$ cat src/rtl/fractal_sync_pkg.sv
// Shared definitions for the 1D fractal-sync barrier blocks: signature
// lookup table, response codes, table-entry states and the legality rule.
package fractal_sync_pkg;

    localparam int MAX_LVL_WIDTH = 32;
    localparam int MAX_LEVELS    = 16;

    // First signature slot of each level; level k owns 2**k consecutive slots.
    // The extra last entry bounds the top level. Supports LEVEL_WIDTH <= 4.
    localparam logic [MAX_LVL_WIDTH-1:0] LVL_SIG_LOOKUP [0:MAX_LEVELS] = '{
        32'd0,    32'd1,    32'd3,    32'd7,    32'd15,   32'd31,
        32'd63,   32'd127,  32'd255,  32'd511,  32'd1023, 32'd2047,
        32'd4095, 32'd8191, 32'd16383, 32'd32767, 32'd65535
    };

    typedef enum logic [2:0] {
        FS_OK      = 3'd0,
        FS_SIG_ERR = 3'd1,
        FS_DUP_ERR = 3'd2,
        FS_NET_ERR = 3'd3,
        FS_UNEXP   = 3'd4,
        FS_TIMEOUT = 3'd5
    } fs_resp_e;

    typedef enum logic [1:0] {
        FS_FREE = 2'd0,
        FS_PEND = 2'd1,
        FS_SENT = 2'd2
    } fs_entry_state_e;

    // Number of DM registers addressable by a given id width.
    function automatic logic [MAX_LVL_WIDTH-1:0] fs_n_dm_regs(input int id_width);
        return MAX_LVL_WIDTH'(((2 ** (id_width + 2)) - 2) / 3);
    endfunction

    // A signature is legal when it stays inside its level and inside the DM space.
    function automatic logic fs_sig_legal(input logic [MAX_LVL_WIDTH-1:0] sig,
                                          input logic [MAX_LVL_WIDTH-1:0] lvl_limit,
                                          input logic [MAX_LVL_WIDTH-1:0] n_dm_regs);
        return (sig < lvl_limit) && (sig <= n_dm_regs - 1);
    endfunction

endpackage

$ cat src/rtl/fractal_sync_sig_check.sv
// Combinational barrier signature check: (level, id) -> legal / illegal.
// The signature is kept at full lookup width so no carry is lost.
module fractal_sync_sig_check
    import fractal_sync_pkg::*;
#(
    parameter int LEVEL_WIDTH = 1,
    parameter int ID_WIDTH    = 1
) (
    input  logic [LEVEL_WIDTH-1:0] level,
    input  logic [ID_WIDTH-1:0]    id,
    output logic                   sig_valid
);

    localparam logic [MAX_LVL_WIDTH-1:0] N_DM_REGS = fs_n_dm_regs(ID_WIDTH);

    logic [4:0]               lvl_idx;
    logic [MAX_LVL_WIDTH-1:0] sig;

    // Signature = level base slot + id without its lowest bit
    always_comb begin
        lvl_idx   = 5'(level);
        sig       = LVL_SIG_LOOKUP[lvl_idx] + MAX_LVL_WIDTH'(id >> 1);
        sig_valid = fs_sig_legal(sig, LVL_SIG_LOOKUP[lvl_idx + 5'd1], N_DM_REGS);
    end

endmodule

$ cat src/rtl/fractal_sync_1d_req_tx.sv
// Initiator side of the 1D fractal-sync barrier protocol.
// Handshakes: a transfer happens on a cycle where valid & ready are both high;
// a source holds valid and data stable until that cycle. Wakes have no ready.
// A timeout fires on the cycle an entry's timer would reach TIMEOUT_CYCLES,
// i.e. its response is registered on the TIMEOUT_CYCLES-th edge after the
// sync handshake edge; a busy response slot defers it with the timer held.
module fractal_sync_1d_req_tx
    import fractal_sync_pkg::*;
#(
    parameter int LEVEL_WIDTH    = 1,
    parameter int ID_WIDTH       = 1,
    parameter int N_OUTSTANDING  = 4,
    parameter int TIMEOUT_CYCLES = 0
) (
    input  logic                   clk_i,
    input  logic                   rst_i,
    input  logic                   req_valid_i,
    output logic                   req_ready_o,
    input  logic [LEVEL_WIDTH-1:0] req_level_i,
    input  logic [ID_WIDTH-1:0]    req_id_i,
    output logic                   sync_valid_o,
    input  logic                   sync_ready_i,
    output logic [LEVEL_WIDTH-1:0] sync_level_o,
    output logic [ID_WIDTH-1:0]    sync_id_o,
    input  logic                   wake_valid_i,
    input  logic [LEVEL_WIDTH-1:0] wake_level_i,
    input  logic [ID_WIDTH-1:0]    wake_id_i,
    input  logic                   wake_err_i,
    output logic                   resp_valid_o,
    output logic [LEVEL_WIDTH-1:0] resp_level_o,
    output logic [ID_WIDTH-1:0]    resp_id_o,
    output logic [2:0]             resp_code_o
);

    localparam int IDX_W = (N_OUTSTANDING > 1) ? $clog2(N_OUTSTANDING) : 1;
    localparam int TMR_W = (TIMEOUT_CYCLES > 1) ? $clog2(TIMEOUT_CYCLES) : 1;
    localparam logic [TMR_W-1:0] TMR_LIMIT =
        TMR_W'((TIMEOUT_CYCLES > 0) ? TIMEOUT_CYCLES - 1 : 0);

    // Entry table (entry_st is the per-entry state, visible for checkers)
    fs_entry_state_e        entry_st      [N_OUTSTANDING];
    fs_entry_state_e        entry_st_nxt  [N_OUTSTANDING];
    logic [LEVEL_WIDTH-1:0] entry_lvl     [N_OUTSTANDING];
    logic [LEVEL_WIDTH-1:0] entry_lvl_nxt [N_OUTSTANDING];
    logic [ID_WIDTH-1:0]    entry_id      [N_OUTSTANDING];
    logic [ID_WIDTH-1:0]    entry_id_nxt  [N_OUTSTANDING];
    logic [TMR_W-1:0]       entry_tmr     [N_OUTSTANDING];
    logic [TMR_W-1:0]       entry_tmr_nxt [N_OUTSTANDING];
    logic [IDX_W-1:0]       pend_idx, pend_idx_nxt;

    logic                   sync_valid_nxt;
    logic [LEVEL_WIDTH-1:0] sync_level_nxt;
    logic [ID_WIDTH-1:0]    sync_id_nxt;
    logic                   resp_valid_nxt;
    logic [LEVEL_WIDTH-1:0] resp_level_nxt;
    logic [ID_WIDTH-1:0]    resp_id_nxt;
    fs_resp_e               resp_code_q, resp_code_nxt;

    logic             sig_valid;
    logic             any_free, req_dup, wake_hit, tmo_hit;
    logic [IDX_W-1:0] free_idx, wake_idx, tmo_idx;
    logic             sync_stall, sync_hs, accept, acc_err, tmo_fire;

    fractal_sync_sig_check #(
        .LEVEL_WIDTH (LEVEL_WIDTH),
        .ID_WIDTH    (ID_WIDTH)
    ) u_sig_check (
        .level     (req_level_i),
        .id        (req_id_i),
        .sig_valid (sig_valid)
    );

    // Table scan: lowest free entry, duplicate lookup, SENT wake match, expired timer
    always_comb begin
        any_free = 1'b0;
        free_idx = '0;
        req_dup  = 1'b0;
        wake_hit = 1'b0;
        wake_idx = '0;
        tmo_hit  = 1'b0;
        tmo_idx  = '0;
        for (int i = N_OUTSTANDING - 1; i >= 0; i--) begin
            if (entry_st[i] == FS_FREE) begin
                any_free = 1'b1;
                free_idx = IDX_W'(i);
            end
            if (TIMEOUT_CYCLES > 0 && entry_st[i] == FS_SENT && entry_tmr[i] == TMR_LIMIT) begin
                tmo_hit = 1'b1;
                tmo_idx = IDX_W'(i);
            end
            if (entry_st[i] != FS_FREE && entry_lvl[i] == req_level_i && entry_id[i] == req_id_i)
                req_dup = 1'b1;
            if (entry_st[i] == FS_SENT && entry_lvl[i] == wake_level_i && entry_id[i] == wake_id_i) begin
                wake_hit = 1'b1;
                wake_idx = IDX_W'(i);
            end
        end
    end

    // Handshake and response-slot arbitration; a wake always owns the slot,
    // so it beats a timeout of the same entry and defers any other timeout
    always_comb begin
        sync_stall  = sync_valid_o & ~sync_ready_i;
        sync_hs     = sync_valid_o & sync_ready_i;
        req_ready_o = any_free & ~wake_valid_i & ~sync_stall;
        accept      = req_valid_i & req_ready_o;
        acc_err     = accept & (~sig_valid | req_dup);
        tmo_fire    = tmo_hit & ~wake_valid_i & ~acc_err;
        resp_code_o = resp_code_q;
    end

    // Next state of the table, output stage and response register
    always_comb begin
        entry_st_nxt   = entry_st;
        entry_lvl_nxt  = entry_lvl;
        entry_id_nxt   = entry_id;
        entry_tmr_nxt  = entry_tmr;
        pend_idx_nxt   = pend_idx;
        sync_valid_nxt = sync_valid_o;
        sync_level_nxt = sync_level_o;
        sync_id_nxt    = sync_id_o;
        resp_valid_nxt = 1'b0;
        resp_level_nxt = resp_level_o;
        resp_id_nxt    = resp_id_o;
        resp_code_nxt  = resp_code_q;

        if (TIMEOUT_CYCLES > 0) begin
            for (int i = 0; i < N_OUTSTANDING; i++)
                if (entry_st[i] == FS_SENT && entry_tmr[i] != TMR_LIMIT)
                    entry_tmr_nxt[i] = entry_tmr[i] + 1'b1;
        end

        if (sync_hs) begin
            entry_st_nxt[pend_idx]  = FS_SENT;
            entry_tmr_nxt[pend_idx] = '0;
            sync_valid_nxt          = 1'b0;
        end

        if (accept) begin
            if (!sig_valid || req_dup) begin
                resp_valid_nxt = 1'b1;
                resp_level_nxt = req_level_i;
                resp_id_nxt    = req_id_i;
                resp_code_nxt  = !sig_valid ? FS_SIG_ERR : FS_DUP_ERR;
            end else begin
                entry_st_nxt[free_idx]  = FS_PEND;
                entry_lvl_nxt[free_idx] = req_level_i;
                entry_id_nxt[free_idx]  = req_id_i;
                pend_idx_nxt            = free_idx;
                sync_valid_nxt          = 1'b1;
                sync_level_nxt          = req_level_i;
                sync_id_nxt             = req_id_i;
            end
        end

        if (wake_valid_i) begin
            resp_valid_nxt = 1'b1;
            resp_level_nxt = wake_level_i;
            resp_id_nxt    = wake_id_i;
            resp_code_nxt  = !wake_hit ? FS_UNEXP : (wake_err_i ? FS_NET_ERR : FS_OK);
            if (wake_hit)
                entry_st_nxt[wake_idx] = FS_FREE;
        end

        if (tmo_fire) begin
            entry_st_nxt[tmo_idx] = FS_FREE;
            resp_valid_nxt        = 1'b1;
            resp_level_nxt        = entry_lvl[tmo_idx];
            resp_id_nxt           = entry_id[tmo_idx];
            resp_code_nxt         = FS_TIMEOUT;
        end
    end

    // State register; reset empties the table and drops anything in flight
    always_ff @(posedge clk_i) begin
        if (rst_i) begin
            for (int i = 0; i < N_OUTSTANDING; i++) begin
                entry_st[i]  <= FS_FREE;
                entry_lvl[i] <= '0;
                entry_id[i]  <= '0;
                entry_tmr[i] <= '0;
            end
            pend_idx     <= '0;
            sync_valid_o <= 1'b0;
            sync_level_o <= '0;
            sync_id_o    <= '0;
            resp_valid_o <= 1'b0;
            resp_level_o <= '0;
            resp_id_o    <= '0;
            resp_code_q  <= FS_OK;
        end else begin
            entry_st     <= entry_st_nxt;
            entry_lvl    <= entry_lvl_nxt;
            entry_id     <= entry_id_nxt;
            entry_tmr    <= entry_tmr_nxt;
            pend_idx     <= pend_idx_nxt;
            sync_valid_o <= sync_valid_nxt;
            sync_level_o <= sync_level_nxt;
            sync_id_o    <= sync_id_nxt;
            resp_valid_o <= resp_valid_nxt;
            resp_level_o <= resp_level_nxt;
            resp_id_o    <= resp_id_nxt;
            resp_code_q  <= resp_code_nxt;
        end
    end

endmodule

$ cat config.mk
export PLATFORM = sky130hd
export DESIGN_NAME = fractal_sync_1d_req_tx
export DESIGN_NICKNAME = d
export VERILOG_FILES = /design/src/rtl/fractal_sync_pkg.sv /design/src/rtl/fractal_sync_sig_check.sv /design/src/rtl/fractal_sync_1d_req_tx.sv
export SDC_FILE = /design/constraint.sdc
export NUM_CORES = 1
export LEC_CHECK = 0
export CELL_PAD_IN_SITES_DETAIL_PLACEMENT = 1
export CELL_PAD_IN_SITES_GLOBAL_PLACEMENT = 2
export CORE_MARGIN = 2
export CORE_UTILIZATION = 33
export DETAILED_ROUTE_END_ITERATION = 6
export GPL_ROUTABILITY_DRIVEN = 0
export PLACE_DENSITY_LB_ADDON = 0.12
export REMOVE_ABC_BUFFERS = 1
export SETUP_SLACK_MARGIN = 0.5
export SKIP_LAST_GASP = 1
export SLEW_MARGIN = 20
export SYNTH_ARGS = -nofsm -noshare
export SYNTH_HDL_FRONTEND = slang
export SYNTH_HIERARCHICAL = 1
export SYNTH_SLANG_ARGS = --single-unit
$ cat constraint.sdc
create_clock -name clk_i -period 2.3 [get_ports clk_i]
set_clock_uncertainty 0.1 [all_clocks]
set_input_delay 0.46 -clock clk_i [delete_from_list [all_inputs] [get_ports clk_i]]
set_output_delay 0.46 -clock clk_i [all_outputs]
set_load 0.02 [all_outputs]
Yosys cells after proc, flatten, opt, wreduce, memory -nomap -nowiden
Memories as Yosys holds them, arrays and structs flattened. Cells that the tools add are included.

$add $sub $neg: 1. Multiply operators: 0. Divide/modulo/power cells: 0. Magnitude comparators: 10. Equal/unequal tests: 20. Shifts and indexed selects: 0. Mux-type cells: 57. Bitwise logic cells: 22. Reductions and logical operators: 34.

Operator list (number): two-way mux 32 bit (4); two-way mux 8 bit (5); <= comparator 32 x 1 -> 1 bit, second input constant (1); less-than comparator 32 bit (1); two-way mux 2 bit (13); two-way mux 1 bit (25); logical AND 1 bit (20); == test 1 bit (16); demux 2 bit (select 2 bit) (3); >= comparator 6 bit, second input constant (2); two-way mux 3 bit (4); nonzero test 2 bit (6); >= comparator 3 bit, second input constant (3); less-than comparator 3 x 1 -> 1 bit, second input constant (3); NOT 2 -> 3 bit (3); bitwise AND 4 bit (2); bitwise AND 8 bit (1); bitwise mux 4 bit (2); == test 2 bit, second input constant (4); logical NOT 2 bit (4); NOT 4 bit (2); NOT 8 bit (1); OR 4 bit (2); NOT 1 -> 6 bit (1); 8 further kinds (16).

Flip-flop bits (word level): 27. Bits in latches: 0. Bits in writable memories: 0. ROM bits: 2048. Bits of input ports: 10. Memories kept: 2.

Memory list: (no name shown) (words 32, width 32, rd ports 1, clocked after memory_dff 0, write ports 0, line fractal_sync_sig_check.sv:22) `sig = LVL_SIG_LOOKUP[lvl_idx] + MAX_LVL_WIDTH'(id >> 1);`; (no name shown) (words 32, width 32, rd ports 1, clocked after memory_dff 0, write ports 0, line fractal_sync_sig_check.sv:23) `sig_valid = fs_sig_legal(sig, LVL_SIG_LOOKUP[lvl_idx + 5'd1], N_DM_REGS);`.

Logic depth before layout (Yosys ltp)
Word-level depth: 17. Depth in mapped cells: 7. Gate-level depth less buffers: 5.

Cells and area by module
Netlist, hierarchy kept.

Modules (own cells, without submodules): fractal_sync_1d_req_tx (times used 1, cells each 168, area each 1524.0 um2, sequential area each 540.5 um2); fractal_sync_sig_check (times used 1, cells each 2, area each 11.3 um2, sequential area each 0.0 um2).

Worst setup path after synthesis
OpenSTA, ideal clock, no wires.

Path type: input-to-reg. From: in req_id_i. To: reg resp_id_o. Library setup time: 117 ps. Data arrival time: 1792 ps. Path slack: 291 ps. Stages: 7. Cells stage by stage: buf_6 -> xor2_1 -> or3_1 -> and4_1 -> buf_2 -> a21o_1 -> a22o_1.

Cells in the longest elaborated chain, start to end: 9. Elaborated cells on any way between the ends: 18.

RTL lines: start: declaration (line fractal_sync_1d_req_tx.sv:20) `input logic [ID_WIDTH-1:0] req_id_i,`; == test 1 bit (line fractal_sync_1d_req_tx.sv:91) `if (entry_st[i] != FS_FREE && entry_lvl[i] == req_level_i && entry_id[i] == req_id_i)`; logical AND 1 bit (line fractal_sync_1d_req_tx.sv:91); two-way mux 1 bit (4 in series) (line fractal_sync_1d_req_tx.sv:91); logical OR 1 bit (line fractal_sync_1d_req_tx.sv:140) `if (!sig_valid || req_dup) begin`; nonzero test 2 bit (no source line); AND reduction 2 bit (no source line); end signal: assignment (line fractal_sync_1d_req_tx.sv:202) `resp_id_o <= resp_id_nxt;`; end: declaration (line fractal_sync_1d_req_tx.sv:31) `output logic [ID_WIDTH-1:0] resp_id_o,`.

Several ways; a longest one is shown, not always the timed one. The select of a mux whose other input is x is not followed. A chain may end at the register's enable or synchronous reset.

Final worst setup path
From: reg entry_st[6] in the netlist's numbering. To: reg entry_st[5] in the netlist's numbering.

Cells in the longest elaborated chain, start to end: 14. Elaborated cells on any way between the ends: 36.

RTL lines: start: declaration (line fractal_sync_1d_req_tx.sv:41) `fs_entry_state_e entry_st [N_OUTSTANDING];`; start signal: assignment (line fractal_sync_1d_req_tx.sv:192) `entry_st <= entry_st_nxt;`; logical NOT 2 bit (line fractal_sync_1d_req_tx.sv:83) `if (entry_st[i] == FS_FREE) begin`; two-way mux 2 bit (line fractal_sync_1d_req_tx.sv:83); NOT 2 -> 3 bit (not written as such) (line fractal_sync_1d_req_tx.sv:146) `entry_st_nxt[free_idx] = FS_PEND;`; >= comparator 3 bit (not written as such) or less-than comparator 3 x 1 -> 1 bit (tied branches) (line fractal_sync_1d_req_tx.sv:146); logical AND 1 bit (not written as such) (line fractal_sync_1d_req_tx.sv:146); two-way mux 2 bit (not written as such) (line fractal_sync_1d_req_tx.sv:146); demux 2 bit (select 2 bit) (line fractal_sync_1d_req_tx.sv:146); NOT 4 bit (no source line); bitwise AND 4 bit (no source line); two-way mux 8 bit (line fractal_sync_1d_req_tx.sv:140); two-way mux 8 bit (line fractal_sync_1d_req_tx.sv:139) `if (accept) begin`; bitwise AND 8 bit (no source line); two-way mux 8 bit (line fractal_sync_1d_req_tx.sv:161) `if (wake_hit)`; two-way mux 8 bit * (line fractal_sync_1d_req_tx.sv:156) `if (wake_valid_i) begin`.

Mark *: on every way between the ends. The rest lies on a longest branch, timed or not.

==> out/metrics.cfg <==
[run_status]
status=finished, final reports clean

[sta]
hold_viol_final=0
timing.final.crit_period_ns=1.88
drv_slew=0
max_clock_freq_mhz=531
rsz0062_at_grt=yes
period_share=0.818
hold_slack_ns=0.375
setup_viol=0

[critical_path]
critical_path.cell_chain=o22ai_4 > buf_6 > o2111ai_4 > or4_4 > and4bb_1
path_class=reg2reg
start_kind=register
required_ns=2.36
cp_slowest_cell=or4_4
critPathArrivalTime_ns=1.94
critPathMaxStageDelay_ns=0.57
end_kind=register
crit_fanout=4

[global_routing]
grt_use_total=0.205
grt_pass1_wl_mm=8.26
grt_pass1_vias=1600
antenna_found_initial=0
grt_max_degree=15
overflow=0

[power_and_ir_drop]
p_leak_nw=0.999
power_density_nw_per_um2=446
ir_drop_v=0.000228

[drt]
routedWlPerCell_microns=19.6
wl_met3_microns=158
via_count=1476
via_per_inst=5.59
dr.pass1.iters=4
drcViolationCount=0
wl_met2_mm=2.68
ant_nets=0
wl_mm=5.18
top_layer_used=met4
wirelength_met1_mm=2.22
drt_iter0_markers=61

[logic_synthesis]
synth-seq-cells=27
synth_edf_count=0
avgSynthCellArea_sq_um=9.03
synth_flop_cell=dfxtp_1
ys_types=51
ys.warnings.count=6
async_reset_ff_frac=0
ys_seq_area_frac=0.352
syn_area_sq_um=1540
syn_inst=170

[finish]
diodes=0
regArea_sq_um=562
syn2layout_area_growth_pct=43.8
multiInputGateArea_sq_um=1110
layout.cells.non_filler=264
drive_above_1_share=0.406
filler_cell_count=495
final_nets=223

[clock_tree]
postCtsHoldBufs=0
cts_made_buffers=3
clock_latency_ns=0.28
path_clk_slew_ns=0.10
htree_levels=1
cts_tree=built
ctsLongestPathBuffers=2
clock-sinks=27
root_buffer=clkbuf_8

[job]
drv_cap=0

[floorplanning]
die_h_microns=72.2
fp.coreArea_sq_um=4410
start_util=0.348
die_area_sq_um=5210
rows=24
die_w_microns=72.2
pin_count=20

[min_path]
hold_path.class=reg2reg

[placement]
port_buffers=19
place_inst=251
detailed_place_hpwl_mm=3.77

-- final cells by class --
class / instances / area share
Clock buffer: 4 / 0.0204
Inverter: 3 / 0.00510
Multi-Input combinational cell: 129 / 0.503
Sequential cell: 27 / 0.254
Tap cell: 52 / 0.0295
Timing Repair Buffer: 49 / 0.188
-- worst max-delay path: cells and delay by family (launching register included) --
| kind | cells | cell delay, ns |
|---|---|---|
| buf+inv | 1 | 0.13 |
| compound gates | 2 | 0.36 |
| simple gates | 2 | 0.79 |
| flops | 1 | 0.38 |
-- cell usage after synthesis (2+ instances only) --
library cell	instances	area, sq um
nor2b_1	2	12.5
a21o_1	2	15.0
o221a_2	2	22.5
buf_4	2	15.0
nand3_1	7	35.0
buf_6	2	22.5
mux2i_1	8	80.1
dfxtp_1	27	541
o22ai_2	2	25.0
a221oi_1	3	26.3
xor2_1	6	52.6
nor3_1	3	15.0
a21oi_1	9	45.0
clkbuf_1	6	22.5
or3_1	2	12.5
nand2b_1	2	12.5
xnor2_1	10	87.6
nor2_1	14	52.6
o21ai_0	6	30.0
nand4b_1	4	35.0
nand4_1	2	12.5
a22o_1	2	17.5
inv_1	3	11.3
nand2_1	17	63.8
-- what timing repair did --
| action | CTS | global route |
|---|---|---|
| resized for setup | 56 | 25 |
| endpoints found under the setup margin | 29 | 28 |
| pin swaps | 8 | 11 |
| buffers inserted | 8 | 1 |
-- layout by cell type, fill, tap and decap left out, types with 3 or more instances in the layout --
cell              n
nor2_1           11
dfxtp_1          14
buf_2             3
o21ai_0           6
nand2_1          17
dlymetal6s2s_1    7
dfxtp_2          11
buf_6             3
buf_4            27
dlygate4sd2_1     4
nand4b_1          4
mux2i_1           8
xnor2_1           4
clkbuf_8          3
xnor2_2           6
a221oi_2          3
nand3_1           6
xor2_1            6
clkdlybuf4s50_1   3
a21oi_1           9
-- routing by layer --
layer | GRT usage | vias to the layer above
met5 | 0 | -
met4 | 0.0755 | 0
met3 | 0.0222 | 10
met2 | 0.358 | 29
met1 | 0.260 | 734
li1 | - | 703
-- report_power, final --
| part | switching [mW] | total [mW] | internal [mW] |
|---|---|---|---|
| clock network | 0.151 | 0.275 | 0.124 |
| logic | 0.114 | 0.217 | 0.103 |
| registers | 0.0124 | 0.493 | 0.481 |
| total | 0.278 | 0.986 | 0.708 |
-- metrics by stage --
stage	util	worst slack (ns)	instance area, sq um	power (mW)	setup TNS (ns)
after CTS	0.482	0.404	2130	0.982	0
after floorplan	-	0.416	1470	0.587	0
after global placement	0.427	-0.254	1880	0.684	-4.83
after global routing	0.500	0.401	2210	1.04	0
final	0.500	0.418	2210	0.986	0
after detailed placement	0.427	-0.344	1880	0.691	-6.69
-- final timing paths --
path	slack, ns	to	cells after the start	startpoint
worst min-delay path	0.38	resp_code_o[2]$_SDFFE_PP0P_	2	resp_code_o[2]$_SDFFE_PP0P_
worst max register to register	0.42	entry_st[5]$_SDFF_PP0_	5	entry_st[6]$_SDFF_PP0_
worst min register to register	0.38	resp_code_o[2]$_SDFFE_PP0P_	2	resp_code_o[2]$_SDFFE_PP0P_
worst max-delay path	0.42	entry_st[5]$_SDFF_PP0_	5	entry_st[6]$_SDFF_PP0_
-- cells by family (layout without fill, tap and decap cells) --
kind of cell	count (synthesis)	after routing	synth area share
simple gates	65	65	0.253
mux	8	8	0.0522
other cells	1	1	0.00244
xor+xnor	16	16	0.0913
buf+inv	14	56	0.0497
flops	27	27	0.352
compound gates	39	39	0.199
-- flip-flops by register name, summed over array words and instances, names as in the netlist --
name          count
entry_id          4
pend_idx          2
sync_valid_o      1
resp_id_o         1
resp_level_o      1
sync_level_o      1
entry_st          8
sync_id_o         1
resp_code_o       3
resp_valid_o      1
entry_lvl         4
Power figures use the tool's default switching activity.
